File: config.mk
export PLATFORM = sky130hd
export DESIGN_NAME = regfile_write_arbiter
export DESIGN_NICKNAME = d
export VERILOG_FILES = /design/src/rtl/regfile_write_arbiter.sv
export SDC_FILE = /design/constraint.sdc
export NUM_CORES = 1
export LEC_CHECK = 0
export ABC_CLOCK_PERIOD_IN_PS = 1200
export BUFFER_PORTS_ARGS = -buffer_cell sky130_fd_sc_hd__buf_2
export CAP_MARGIN = 40
export CORE_ASPECT_RATIO = 1.25
export CORE_MARGIN = 1.5
export CORE_UTILIZATION = 40
export DETAILED_ROUTE_END_ITERATION = 12
export MAX_ROUTING_LAYER = met4
export PLACE_DENSITY = 0.73
export SYNTH_ARGS = -nofsm -noshare
export SYNTH_HDL_FRONTEND = slang
export SYNTH_SLANG_ARGS = --single-unit
File: constraint.sdc
create_clock -name CLK -period 1.2 [get_ports CLK]
set_input_delay 0.18 -clock CLK [delete_from_list [all_inputs] [get_ports CLK]]
set_output_delay 0.18 -clock CLK [all_outputs]
set_load 0.02 [all_outputs]
File: src/rtl/regfile_write_arbiter.sv
// Two-port register-file writeback arbiter: round-robin grant between ALU and memory,
// one registered commit per cycle. Optional macro RF_ARB_R0_ZERO_EN makes register 0 read-only-zero.
module regfile_write_arbiter (
  input  logic        CLK,
  input  logic        RESET_N,
  input  logic        input_alu_req,
  input  logic [2:0]  input_alu_address,
  input  logic [15:0] input_alu_value,
  output logic        output_alu_grant,
  input  logic        input_mem_req,
  input  logic [2:0]  input_mem_address,
  input  logic [15:0] input_mem_value,
  output logic        output_mem_grant,
  input  logic        input_stall,
  output logic        output_reg_write,
  output logic [2:0]  output_reg_write_address,
  output logic [15:0] output_reg_write_value,
  output logic [7:0]  output_pending_mask,
  output logic [15:0] output_write_count
);

  typedef enum logic {
    ST_IDLE  = 1'b0,
    ST_WRITE = 1'b1
  } state_t;

  typedef enum logic {
    PTR_ALU = 1'b0,
    PTR_MEM = 1'b1
  } ptr_t;

  state_t      state_q, state_d;
  ptr_t        ptr_q;
  logic        grant_alu, grant_mem, any_grant, writable;
  logic [2:0]  sel_address;
  logic [15:0] sel_value;
  logic [2:0]  wr_address_q;
  logic [15:0] wr_value_q;
  logic [7:0]  pending_q, pending_d, set_bits, clear_bits;
  logic [15:0] count_q;

  // Grants are purely combinational so a lone request is accepted in the same cycle.
  always_comb begin
    grant_alu = 1'b0;
    grant_mem = 1'b0;
    if (RESET_N && !input_stall) begin
      if (input_alu_req && input_mem_req) begin
        if (ptr_q == PTR_ALU) grant_alu = 1'b1;
        else                  grant_mem = 1'b1;
      end else if (input_alu_req) begin
        grant_alu = 1'b1;
      end else if (input_mem_req) begin
        grant_mem = 1'b1;
      end
    end
  end

  assign any_grant   = grant_alu | grant_mem;
  assign sel_address = grant_mem ? input_mem_address : input_alu_address;
  assign sel_value   = grant_mem ? input_mem_value   : input_alu_value;

`ifdef RF_ARB_R0_ZERO_EN
  // A grant to R0 is accepted and advances the pointer but never becomes a commit.
  assign writable = any_grant && (sel_address != 3'd0);
`else
  assign writable = any_grant;
`endif

  always_ff @(posedge CLK or negedge RESET_N) begin
    if (!RESET_N) state_q <= ST_IDLE;
    else          state_q <= state_d;
  end

  always_comb begin
    state_d = state_q;
    case (state_q)
      ST_IDLE:  state_d = writable ? ST_WRITE : ST_IDLE;
      ST_WRITE: state_d = writable ? ST_WRITE : ST_IDLE;
      default:  state_d = ST_IDLE;
    endcase
  end

  always_ff @(posedge CLK or negedge RESET_N) begin
    if (!RESET_N) begin
      ptr_q <= PTR_ALU;
    end else if (any_grant) begin
      ptr_q <= grant_alu ? PTR_MEM : PTR_ALU;
    end
  end

  always_ff @(posedge CLK or negedge RESET_N) begin
    if (!RESET_N) begin
      wr_address_q <= 3'd0;
      wr_value_q   <= 16'h0000;
    end else if (writable) begin
      wr_address_q <= sel_address;
      wr_value_q   <= sel_value;
    end
  end

  // Clear the committing bit before setting the new one so a same-address re-grant stays set.
  always_comb begin
    set_bits   = 8'h00;
    clear_bits = 8'h00;
    if (writable)            set_bits   = 8'h01 << sel_address;
    if (state_q == ST_WRITE) clear_bits = 8'h01 << wr_address_q;
    pending_d = (pending_q & ~clear_bits) | set_bits;
  end

  always_ff @(posedge CLK or negedge RESET_N) begin
    if (!RESET_N) pending_q <= 8'h00;
    else          pending_q <= pending_d;
  end

  always_ff @(posedge CLK or negedge RESET_N) begin
    if (!RESET_N)                 count_q <= 16'h0000;
    else if (state_q == ST_WRITE) count_q <= count_q + 16'd1;
  end

  assign output_alu_grant         = grant_alu;
  assign output_mem_grant         = grant_mem;
  assign output_reg_write         = (state_q == ST_WRITE);
  assign output_reg_write_address = wr_address_q;
  assign output_reg_write_value   = wr_value_q;
  assign output_pending_mask      = pending_q;
  assign output_write_count       = count_q;

endmodule

==> results.ini, run 1 <==
[status]
status = finished, violations left
violations_in_the_final_reports = setup timing

[yosys]
mappedNetlistArea_um2 = 2090
synthCells = 212
yosysWarnings = 0
synth.ff_latch_count = 45
synth_flop_cell = sky130_fd_sc_hd__dfrtp_1
count_of_flip_flops_with_a_built_in_enable_after_synthesis = 0
synth-seq-area-share_pct = 54.0
syn-num-nets = 256
synth-async-reset-ratio_pct = 100
synthesis.area_per_instance_um2 = 9.84
number_of_distinct_standard_cells_referenced_by_the_synthesized_netlist = 33

[global_route]
grt_usage_pct = 22.1
use_met3_pct = 3.78
global_route.usage.met2_pct = 38.0
grt_pass1_vias = 2000
grt_pass1_wl_um = 9330
grt_start_max_net_pins = 46
met1_track_usage_gr_pct = 25.7
gr-total-overflow = 0
initial_antenna_violation_count = 0
grt_most_used_layer = met2

[floorplan]
die_height_um = 83.7
start_util_pct = 41.4
dieArea_um2 = 5660
io_pins = 89
number_of_placement_rows = 29
floorplan.core_area_um2 = 5040
die_outline_width_um = 67.6

[worst_hold_path]
worst_hold_path.num_cells = 3
min_delay_worst_type = primary input to flop
hold_path_startpoint = input_alu_value[3]

[placed_design]
port-buffer-count = 88
place_hpwl_um = 3770
placement.setup.worst_slack_ps = -123
gp_congestion = 0.911

[setup_path]
cp_max_stage_delay_ps = 380
worst_r2r_startpoint = output_write_count[1]$_DFFE_PN0P_
cp-start-kind = flop
cp_slowest_cell = sky130_fd_sc_hd__dfrtp_1
timing.critical_path.from = ptr_q$_DFFE_PN0P_
crit_fanout = 3
endpoint_kind = primary output
critPathRequiredTime_ps = 1020
cp.arrival_ps = 1170
worst_r2r_path_depth = 4
crit_chain = nand2b_4 -> nand3_4 -> inv_4 -> buf_6 -> buf_6
criticalPathCategory = flop to primary output
path_common_cell = sky130_fd_sc_hd__buf_6

[timing]
fmax_mhz = 740
maxSlewHeadroom_pct = 62.1
post-route-worst-setup-slack_ps = -152
drv_slew = 0
grt_setup_unrepaired = true
setup_violations = 29
max_slew.worst_pin.slew_ps = 569
final_min_period_ps = 1350
timing.clock.skew_ps = 13.1
layout_worst_path_cycle_share_pct = 113
hold_ws_ps = 95.3
hold_violations = 0
final.setup.tns_ps = -1880

[power]
cellLeakagePower_nw = 1.67
power.density_nw_per_um2 = 1680
vdd.ir_drop.worst_mv = 0.894

[routing]
post_drt_wl_per_cell_um = 14.4
finalWirelength_um = 5860
detailedRoute.firstIterationViolations = 98
drcViolationCount = 0
route.antenna.remaining_nets = 0
pre_repair_dr_iteration_count = 4
routed_via_density = 5.07
vias = 2067

[clock_tree]
clkTransAtPathRegs_ps = 90
sinks_on_the_clock_net = 45
clock_path_buffers = 2
h-tree-depth = 2
clkLatencyLatePin_ps = 310
numCtsBuffers = 5
clk_root_buffer_cell = sky130_fd_sc_hd__clkbuf_8
tritoncts = done

[cells_and_area]
finish.utilization_pct = 67.4
layout_commonest_cell = sky130_fd_sc_hd__buf_2
synthesis_to_finish_area_growth_pct = 62.9
final_cell_mix = 74 x sky130_fd_sc_hd__buf_2, 35 x sky130_fd_sc_hd__dfrtp_1, 29 x sky130_fd_sc_hd__nand2_1
antenna_cells_inserted = 0
final_nets = 389
drive_above_1_share_pct = 53.5

[flow_run]
max_cap_viol = 0

[Yosys cell counts (2+ instances only)]
| master | count | share of area (%) |
|---|---|---|
| sky130_fd_sc_hd__nand3_1 | 7 | 1.7 |
| sky130_fd_sc_hd__and3_1 | 2 | 0.60 |
| sky130_fd_sc_hd__inv_1 | 3 | 0.54 |
| sky130_fd_sc_hd__o311ai_0 | 3 | 1.3 |
| sky130_fd_sc_hd__o31ai_1 | 2 | 0.72 |
| sky130_fd_sc_hd__xor2_1 | 3 | 1.3 |
| sky130_fd_sc_hd__xnor2_1 | 12 | 5.0 |
| sky130_fd_sc_hd__nand2b_1 | 9 | 2.7 |
| sky130_fd_sc_hd__o221ai_1 | 3 | 1.3 |
| sky130_fd_sc_hd__nand2_1 | 33 | 5.9 |
| sky130_fd_sc_hd__o21ai_0 | 7 | 1.7 |
| sky130_fd_sc_hd__nand4_1 | 3 | 0.90 |
| sky130_fd_sc_hd__nor2_1 | 21 | 3.8 |
| sky130_fd_sc_hd__a21oi_1 | 36 | 8.6 |
| sky130_fd_sc_hd__buf_2 | 6 | 1.4 |
| sky130_fd_sc_hd__dfrtp_1 | 45 | 54 |
[cell type report]
class,count,area (µm²)
fill,371,1650
sequential,45,1140
multi-input combinational,156,1060
timing repair buffer,134,966
tap,62,77.6
clock buffer,5,68.8
clock inverter,3,68.8
inverter,3,13.8
[per-stage QoR]
step | instances | cell area (µm²) | power (mW)
2_1_floorplan | 212 | 2110 | 2.94
3_3_place_gp | 383 | 2810 | 3.68
3_5_place_dp | 383 | 2810 | 3.72
4_1_cts | 399 | 3190 | 5.45
5_1_grt | 408 | 3400 | 6.01
6_report | 408 | 3400 | 5.70
[kinds of logic after synthesis]
logic type	count (synthesis)	share of synthesized area, %
compound gates	54	15.0
flops	45	54.0
xor+xnor	15	6.30
simple gates	85	21.1
fa+ha+maj	1	0.600
mux	1	0.540
buf+inv	11	2.52
[flip-flops by register name, summed over array words and instances, names as in the netlist]
register,cells
output_reg_write_address,3
output_reg_write_value,16
output_reg_write,1
output_write_count,16
output_pending_mask,8
ptr_q,1
[power by group]
group / switching (mW) / total, mW / leakage [nW] / internal [mW]
Combinational: 1.10 / 2.21 / 1.08 / 1.11
Sequential: 0.252 / 2.10 / 0.525 / 1.85
Clock: 0.555 / 1.39 / 0.0687 / 0.838
Total: 1.90 / 5.70 / 1.67 / 3.80
[worst max-delay path, delay by kind of cell (launching register included)]
kind / cells / cell delay [ps]
flops: 1 / 380
buf+inv: 3 / 270
simple gates: 2 / 220
[path summary, 6_finish.rpt]
kind | to | slack (ps)
worst max-delay path | output_mem_grant | -150
min in group asynchronous | output_reg_write_value[11]$_DFFE_PN0P_ | 500
worst min-delay path | output_reg_write_value[3]$_DFFE_PN0P_ | 100
worst min register to register | output_write_count[15]$_DFFE_PN0P_ | 470
worst max register to register | output_write_count[11]$_DFFE_PN0P_ | -110
max in group asynchronous | output_write_count[4]$_DFFE_PN0P_ | 270
[metal layers]
| metal | wire length (µm) | vias to the layer above |
|---|---|---|
| met2 | 3280 | 75 |
| met3 | 263 | 11 |
| met1 | 2200 | 983 |
| met5 | 0 | - |
| li1 | - | 998 |
| met4 | 114 | 0 |
[timing repair]
action                                 CTS  global route
buffers inserted                         7            12
hold buffers                             1             0
endpoints found under the hold margin   45             0
resized for setup                       51            34
cloned                                   0             0
pin swaps                               15            15
setup endpoints to repair               43            46
Power figures use the tool's default switching activity.
==> run 2: changes to the inputs <==
--- a/config.mk
+++ b/config.mk
@@ -14,6 +14,7 @@
 export DETAILED_ROUTE_END_ITERATION = 12
 export MAX_ROUTING_LAYER = met4
 export PLACE_DENSITY = 0.73
+export SKIP_LAST_GASP = 1
 export SYNTH_ARGS = -nofsm -noshare
 export SYNTH_HDL_FRONTEND = slang
 export SYNTH_SLANG_ARGS = --single-unit
==> run 2 against run 1 <==
Sequential power about the same; critical path type unchanged; clock power about the same; clock skew decreased by 0.97 ps; the run still ends with setup timing left; count of clock-buffer cells in the layout unchanged; sequential cell count unchanged.
==> results.ini, run 2 (synthesis results as in run 1) <==
[power]
netSwitchingFraction_pct = 33.5  ; was 33.4%
power.density_nw_per_um2 = 1680  ; about the same
cellLeakagePower_nw = 1.68  ; was 1.67 nW
power_frac_clock_pct = 24.4  ; about the same
power.combinational.fraction_pct = 38.8  ; about the same
internal-power_mw = 3.80  ; about the same
vdd.ir_drop.worst_mv = 0.892  ; was 0.894 mV
seqPwrFrac_pct = 36.8  ; about the same
netSwitchingPower_mw = 1.92  ; was 1.90 mW

[clock_tree]
tritoncts = done  ; unchanged
clkTransAtPathRegs_ps = 90  ; about the same
sinks_on_the_clock_net = 45  ; unchanged
clock_path_buffers = 2  ; unchanged
clk_root_buffer_cell = sky130_fd_sc_hd__clkbuf_8  ; unchanged
numCtsBuffers = 5  ; unchanged
h-tree-depth = 2  ; unchanged
clkLatencyLatePin_ps = 310  ; about the same

[routing]
drcViolationCount = 0  ; unchanged
pre_repair_dr_iteration_count = 4  ; unchanged
route.antenna.remaining_nets = 0  ; unchanged
detailedRoute.firstIterationViolations = 93  ; was 98
post_drt_wl_per_cell_um = 14.3  ; was 14.4 µm
routed_via_density = 5.08  ; was 5.07
vias = 2081  ; was 2067
finalWirelength_um = 5850  ; was 5860 µm

[setup_path]
criticalPathCategory = flop to primary output  ; unchanged
cp.arrival_ps = 1170  ; about the same
timing.reg2reg.setup_slack_ps = -140  ; was -110 ps
worstSetupEndpoint = output_mem_grant  ; unchanged
worst-path-stages = 5  ; unchanged
cp_max_stage_delay_ps = 380  ; about the same
path_common_cell = sky130_fd_sc_hd__buf_6  ; unchanged
cp-start-kind = flop  ; unchanged
crit_fanout = 3  ; unchanged
timing.critical_path.from = ptr_q$_DFFE_PN0P_  ; unchanged
cp_slowest_cell = sky130_fd_sc_hd__dfrtp_1  ; unchanged
cell_family_with_the_largest_share_of_critical_path_delay = flip-flops  ; unchanged
r2r-end = output_write_count[11]$_DFFE_PN0P_  ; unchanged
critPathBufInv = 3  ; unchanged
endpoint_kind = primary output  ; unchanged
worst_r2r_startpoint = output_write_count[5]$_DFFE_PN0P_  ; was output_write_count[1]$_DFFE_PN0P_
worst_r2r_path_depth = 4  ; unchanged
critPathRequiredTime_ps = 1020  ; about the same
crit_chain = nand2b_4 -> nand3_4 -> inv_4 -> buf_6 -> buf_6  ; unchanged

[global_route]
initial_antenna_violation_count = 0  ; unchanged
grt_pass1_vias = 2004  ; was 2000
gr-total-overflow = 0  ; unchanged
grt_start_max_net_pins = 46  ; unchanged
grt_usage_pct = 22.2  ; was 22.1%
grt_pass1_wl_um = 9360  ; was 9330 µm

[placed_design]
place_hpwl_um = 3770  ; unchanged
placed_cell_area_um2 = 2810  ; unchanged
port-buffer-count = 88  ; unchanged
gp_congestion = 0.911  ; unchanged

[timing]
setup_violations = 31  ; was 29
grt_setup_unrepaired = true  ; unchanged
post-route-worst-setup-slack_ps = -150  ; was -152 ps
hold_ws_ps = 95.9  ; was 95.3 ps
final_min_period_ps = 1350  ; about the same
timing.clock.skew_ps = 12.1  ; was 13.1 ps
fmax_mhz = 741  ; was 740 MHz
drv_slew = 0  ; unchanged
final.setup.tns_ps = -1980  ; was -1880 ps
layout_worst_path_cycle_share_pct = 112  ; was 113%
maxSlewHeadroom_pct = 62.5  ; was 62.1%
hold_violations = 0  ; unchanged
max_slew.worst_pin.slew_ps = 562  ; was 569 ps

[cells_and_area]
synthesis_to_finish_area_growth_pct = 63.5  ; was 62.9%
layout_commonest_cell = sky130_fd_sc_hd__buf_2  ; unchanged
finish.utilization_pct = 67.6  ; was 67.4%
drive_above_1_share_pct = 53.4  ; was 53.5%
fin_area_um2 = 3410  ; was 3400 µm²
final_nets = 391  ; was 389
antenna_cells_inserted = 0  ; unchanged
final_cell_mix = 74 x sky130_fd_sc_hd__buf_2, 35 x sky130_fd_sc_hd__dfrtp_1, 30 x sky130_fd_sc_hd__buf_6  ; was 74 x sky130_fd_sc_hd__buf_2, 35 x sky130_fd_sc_hd__dfrtp_1, 29 x sky130_fd_sc_hd__nand2_1

[floorplan]
io_pins = 89  ; unchanged
die_height_um = 83.7  ; unchanged
die_outline_width_um = 67.6  ; unchanged
start_util_pct = 41.4  ; unchanged
number_of_placement_rows = 29  ; unchanged
dieArea_um2 = 5660  ; unchanged
floorplan.core_area_um2 = 5040  ; unchanged

[status]
status = finished, violations left  ; unchanged
violations_in_the_final_reports = setup timing  ; unchanged

[flow_run]
max_cap_viol = 0  ; unchanged

[worst_hold_path]
min_delay_worst_type = primary input to flop  ; unchanged

## run 2: worst min-delay path by stage
stage,start,to,slack [ps],cells past startpoint
floorplan,RESET_N,output_pending_mask[0]$_DFF_PN0_,-120,0
global placement,RESET_N,output_reg_write_value[8]$_DFFE_PN0P_,310,2
detailed placement,RESET_N,output_reg_write_value[11]$_DFFE_PN0P_,320,2
CTS,input_alu_value[3],output_reg_write_value[3]$_DFFE_PN0P_,90,3
global route,input_alu_value[0],output_reg_write_value[0]$_DFFE_PN0P_,90,3
finish,input_alu_value[3],output_reg_write_value[3]$_DFFE_PN0P_,100,3
## run 2: power groups by stage
stage | clock, mW | combinational [mW] | sequential, mW
after CTS | 1.42 | 1.93 | 2.10
after detailed placement | 0 | 1.63 | 2.09
after global placement | 0 | 1.59 | 2.09
after global routing | 1.48 | 2.39 | 2.15
after floorplan | 0 | 0.433 | 2.51
final | 1.39 | 2.22 | 2.11
## run 2: routing by layer
layer / share of wire, % / track usage (%) / wire (µm) / up-vias
met1: 38 / 25.9 / 2250 / 988
met4: 1.5 / 6.68 / 88 / 0
met3: 4.9 / 3.78 / 286 / 9
met5: 0 / - / 0 / -
met2: 55 / 38.0 / 3230 / 81
li1: - / - / - / 1003
## run 2: cell type report
type	instances	area [µm²]
Fill cell	374	1630
Sequential cell	45	1140
Multi-Input combinational cell	156	1070
Timing Repair Buffer	136	976
Tap cell	62	77.6
Clock buffer	5	68.8
Clock inverter	3	68.8
Inverter	3	13.8
## run 2: repair_timing
item,in CTS,in global routing
resized for setup,50,37
hold endpoints to repair,45,0
setup endpoints to repair,43,46
pin swaps,14,12
hold buffers,1,0
setup buffers,7,13
## run 2: tightest hold or removal path: stages
cell and delay [ps]:
sky130_fd_sc_hd__buf_2 90, sky130_fd_sc_hd__nand2_1 40, sky130_fd_sc_hd__a21oi_1 50
## run 2: stage by stage
| stage | std cells | setup slack (ps) | total power, mW |
|---|---|---|---|
| 3_3_place_gp | 383 | -67.5 | 3.68 |
| 5_1_grt | 410 | -229 | 6.02 |
| 6_report | 410 | -150 | 5.72 |
| 2_1_floorplan | 212 | -81.4 | 2.94 |
| 4_1_cts | 399 | -157 | 5.45 |
| 3_5_place_dp | 383 | -123 | 3.72 |
==> run 3: changes to the inputs <==
--- a/config.mk
+++ b/config.mk
@@ -6,7 +6,7 @@
 export NUM_CORES = 1
 export LEC_CHECK = 0
 export ABC_CLOCK_PERIOD_IN_PS = 1200
-export BUFFER_PORTS_ARGS = -buffer_cell sky130_fd_sc_hd__buf_2
+export BUFFER_PORTS_ARGS = -buffer_cell sky130_fd_sc_hd__buf_4
 export CAP_MARGIN = 40
 export CORE_ASPECT_RATIO = 1.25
 export CORE_MARGIN = 1.5
==> run 3 against run 2 <==
The flow still finishes with violations (setup timing); sequential cell count unchanged; clock skew down 4.8 ps; worst hold slack better by 14 ps; critical path depth unchanged; first-iteration DRC count down 39%; critical path type unchanged.
==> results.ini, run 3 (synthesis results as in run 1) <==
[timing]
hold_violations = 0  ; unchanged
grt_setup_unrepaired = true  ; unchanged
max_slew.worst_pin.slew_ps = 571  ; was 562 ps
post-route-worst-setup-slack_ps = -150  ; about the same
timing.clock.skew_ps = 7.31  ; was 12.1 ps
hold_ws_ps = 110  ; was 95.9 ps
setup_violations = 32  ; was 31
drv_slew = 0  ; unchanged
final_min_period_ps = 1350  ; about the same
maxSlewHeadroom_pct = 62.0  ; was 62.5%
fmax_mhz = 741  ; about the same
layout_worst_path_cycle_share_pct = 113  ; was 112%

[global_route]
grt_usage_pct = 22.5  ; was 22.2%
grt_pass1_wl_um = 9470  ; was 9360 µm
grt_start_max_net_pins = 46  ; unchanged
gr-total-overflow = 0  ; unchanged
initial_antenna_violation_count = 0  ; unchanged
grt_pass1_vias = 2068  ; was 2004

[setup_path]
cp-start-kind = flop  ; unchanged
crit_fanout = 2  ; was 3
timing.reg2reg.setup_slack_ps = -70  ; was -140 ps
critPathRequiredTime_ps = 1020  ; about the same
r2r-end = output_write_count[11]$_DFFE_PN0P_  ; unchanged
worst_r2r_path_depth = 4  ; unchanged
cp.arrival_ps = 1170  ; about the same
criticalPathCategory = flop to primary output  ; unchanged
worst_r2r_startpoint = output_write_count[1]$_DFFE_PN0P_  ; was output_write_count[5]$_DFFE_PN0P_
endpoint_kind = primary output  ; unchanged

[cells_and_area]
stdcell_count = 404  ; was 410
final_cell_mix = 98 x sky130_fd_sc_hd__buf_4, 34 x sky130_fd_sc_hd__dfrtp_1, 30 x sky130_fd_sc_hd__buf_6  ; was 74 x sky130_fd_sc_hd__buf_2, 35 x sky130_fd_sc_hd__dfrtp_1, 30 x sky130_fd_sc_hd__buf_6
area_occupied_by_multi_input_gates_um2 = 1090  ; was 1070 µm²
drive_above_1_share_pct = 55.6  ; was 53.4%
layout_commonest_cell = sky130_fd_sc_hd__buf_4  ; was sky130_fd_sc_hd__buf_2
register_area_um2 = 1140  ; about the same
final_nets = 385  ; was 391
synthesis_to_finish_area_growth_pct = 70.7  ; was 63.5%
antenna_cells_inserted = 0  ; unchanged
finish.utilization_pct = 70.6  ; was 67.6%
filler_cell_count = 394  ; was 374

[routing]
routed_via_density = 5.04  ; was 5.08
detailedRoute.firstIterationViolations = 57  ; was 93
finalWirelength_um = 5850  ; about the same
vias = 2038  ; was 2081
drcViolationCount = 0  ; unchanged
route.antenna.remaining_nets = 0  ; unchanged
pre_repair_dr_iteration_count = 4  ; unchanged
post_drt_wl_per_cell_um = 14.5  ; was 14.3 µm

[placed_design]
placement.setup.worst_slack_ps = -82.3  ; was -123 ps
place_hpwl_um = 3960  ; was 3770 µm
placedCellCount = 382  ; was 383
gp_congestion = 0.875  ; was 0.911
port-buffer-count = 88  ; unchanged

[floorplan]
start_util_pct = 41.4  ; unchanged
floorplan.core_area_um2 = 5040  ; unchanged
die_outline_width_um = 67.6  ; unchanged
dieArea_um2 = 5660  ; unchanged
io_pins = 89  ; unchanged
die_height_um = 83.7  ; unchanged
number_of_placement_rows = 29  ; unchanged

[power]
power.density_nw_per_um2 = 1620  ; was 1680 nW/µm²
cellLeakagePower_nw = 1.71  ; was 1.68 nW
vdd.ir_drop.worst_mv = 0.987  ; was 0.892 mV

[clock_tree]
clkTransAtPathRegs_ps = 90  ; about the same
sinks_on_the_clock_net = 45  ; unchanged
clkLatencyLatePin_ps = 300  ; was 310 ps
tritoncts = done  ; unchanged
h-tree-depth = 2  ; unchanged
clk_root_buffer_cell = sky130_fd_sc_hd__clkbuf_8  ; unchanged
clock_path_buffers = 2  ; unchanged
numCtsBuffers = 5  ; unchanged

[worst_hold_path]
min_delay_worst_type = primary input to flop  ; unchanged
worst_hold_path.num_cells = 3  ; unchanged
min_to = output_reg_write_value[2]$_DFFE_PN0P_  ; was output_reg_write_value[3]$_DFFE_PN0P_
hold_path_startpoint = input_alu_value[2]  ; was input_alu_value[3]

[status]
status = finished, violations left  ; unchanged
violations_in_the_final_reports = setup timing  ; unchanged

[flow_run]
max_cap_viol = 0  ; unchanged

-- run 3: routing by layer --
| layer | routed length [µm] | track usage, % |
|---|---|---|
| met1 | 2330 | 26.1 |
| met2 | 3200 | 38.3 |
| met3 | 271 | 4.99 |
| met4 | 55 | 5.75 |
| met5 | 0 | - |
-- run 3: final cells by class --
class,count,share of cell area [%]
clock inverters,3,1.93
inverters,3,0.316
flip-flops and latches,45,32.0
clock buffers,5,1.93
well taps,62,2.18
multi-input cells,156,30.8
repair buffers,130,30.9
-- run 3: critical path, cell delays in order, from the launching register on --
cell	delay (ps)
sky130_fd_sc_hd__dfrtp_1	380
sky130_fd_sc_hd__nand2b_4	150
sky130_fd_sc_hd__nand3_4	60
sky130_fd_sc_hd__inv_2	50
sky130_fd_sc_hd__buf_6	120
sky130_fd_sc_hd__buf_6	120
-- run 3: stage by stage --
stage | setup TNS (ps) | power (mW) | instance area [µm²]
after floorplan | -344 | 2.94 | 2110
after detailed placement | -1670 | 3.94 | 3010
after global placement | -1230 | 3.91 | 3010
after global routing | -3290 | 6.07 | 3560
after CTS | -893 | 5.57 | 3380
final | -1160 | 5.76 | 3560
-- run 3: worst max-delay path by stage --
stage / startpoint / endpoint / slack, ps / depth (start not counted)
global placement: RESET_N / output_reg_write_value[9]$_DFFE_PN0P_ / -60 / 8
global route: ptr_q$_DFFE_PN0P_ / output_mem_grant / -210 / 5
CTS: ptr_q$_DFFE_PN0P_ / output_alu_grant / -150 / 4
detailed placement: RESET_N / output_reg_write_value[4]$_DFFE_PN0P_ / -80 / 8
finish: ptr_q$_DFFE_PN0P_ / output_mem_grant / -150 / 5
floorplan: output_reg_write$_DFF_PN0_ / output_write_count[11]$_DFFE_PN0P_ / -80 / 4
-- run 3: what timing repair did --
| item | 4_1_cts | 5_1_grt |
|---|---|---|
| setup endpoints to repair | 38 | 50 |
| hold endpoints to repair | 45 | 0 |
| buffers inserted | 6 | 7 |
| hold buffers | 1 | 0 |
| gates resized for setup | 42 | 35 |
| pin swaps | 11 | 9 |
-- run 3: power breakdown --
part           leakage [nW]  switching (mW)  internal [mW]
Sequential            0.525           0.285           1.85
Combinational          1.12            1.06           1.18
Clock                0.0687           0.544          0.838
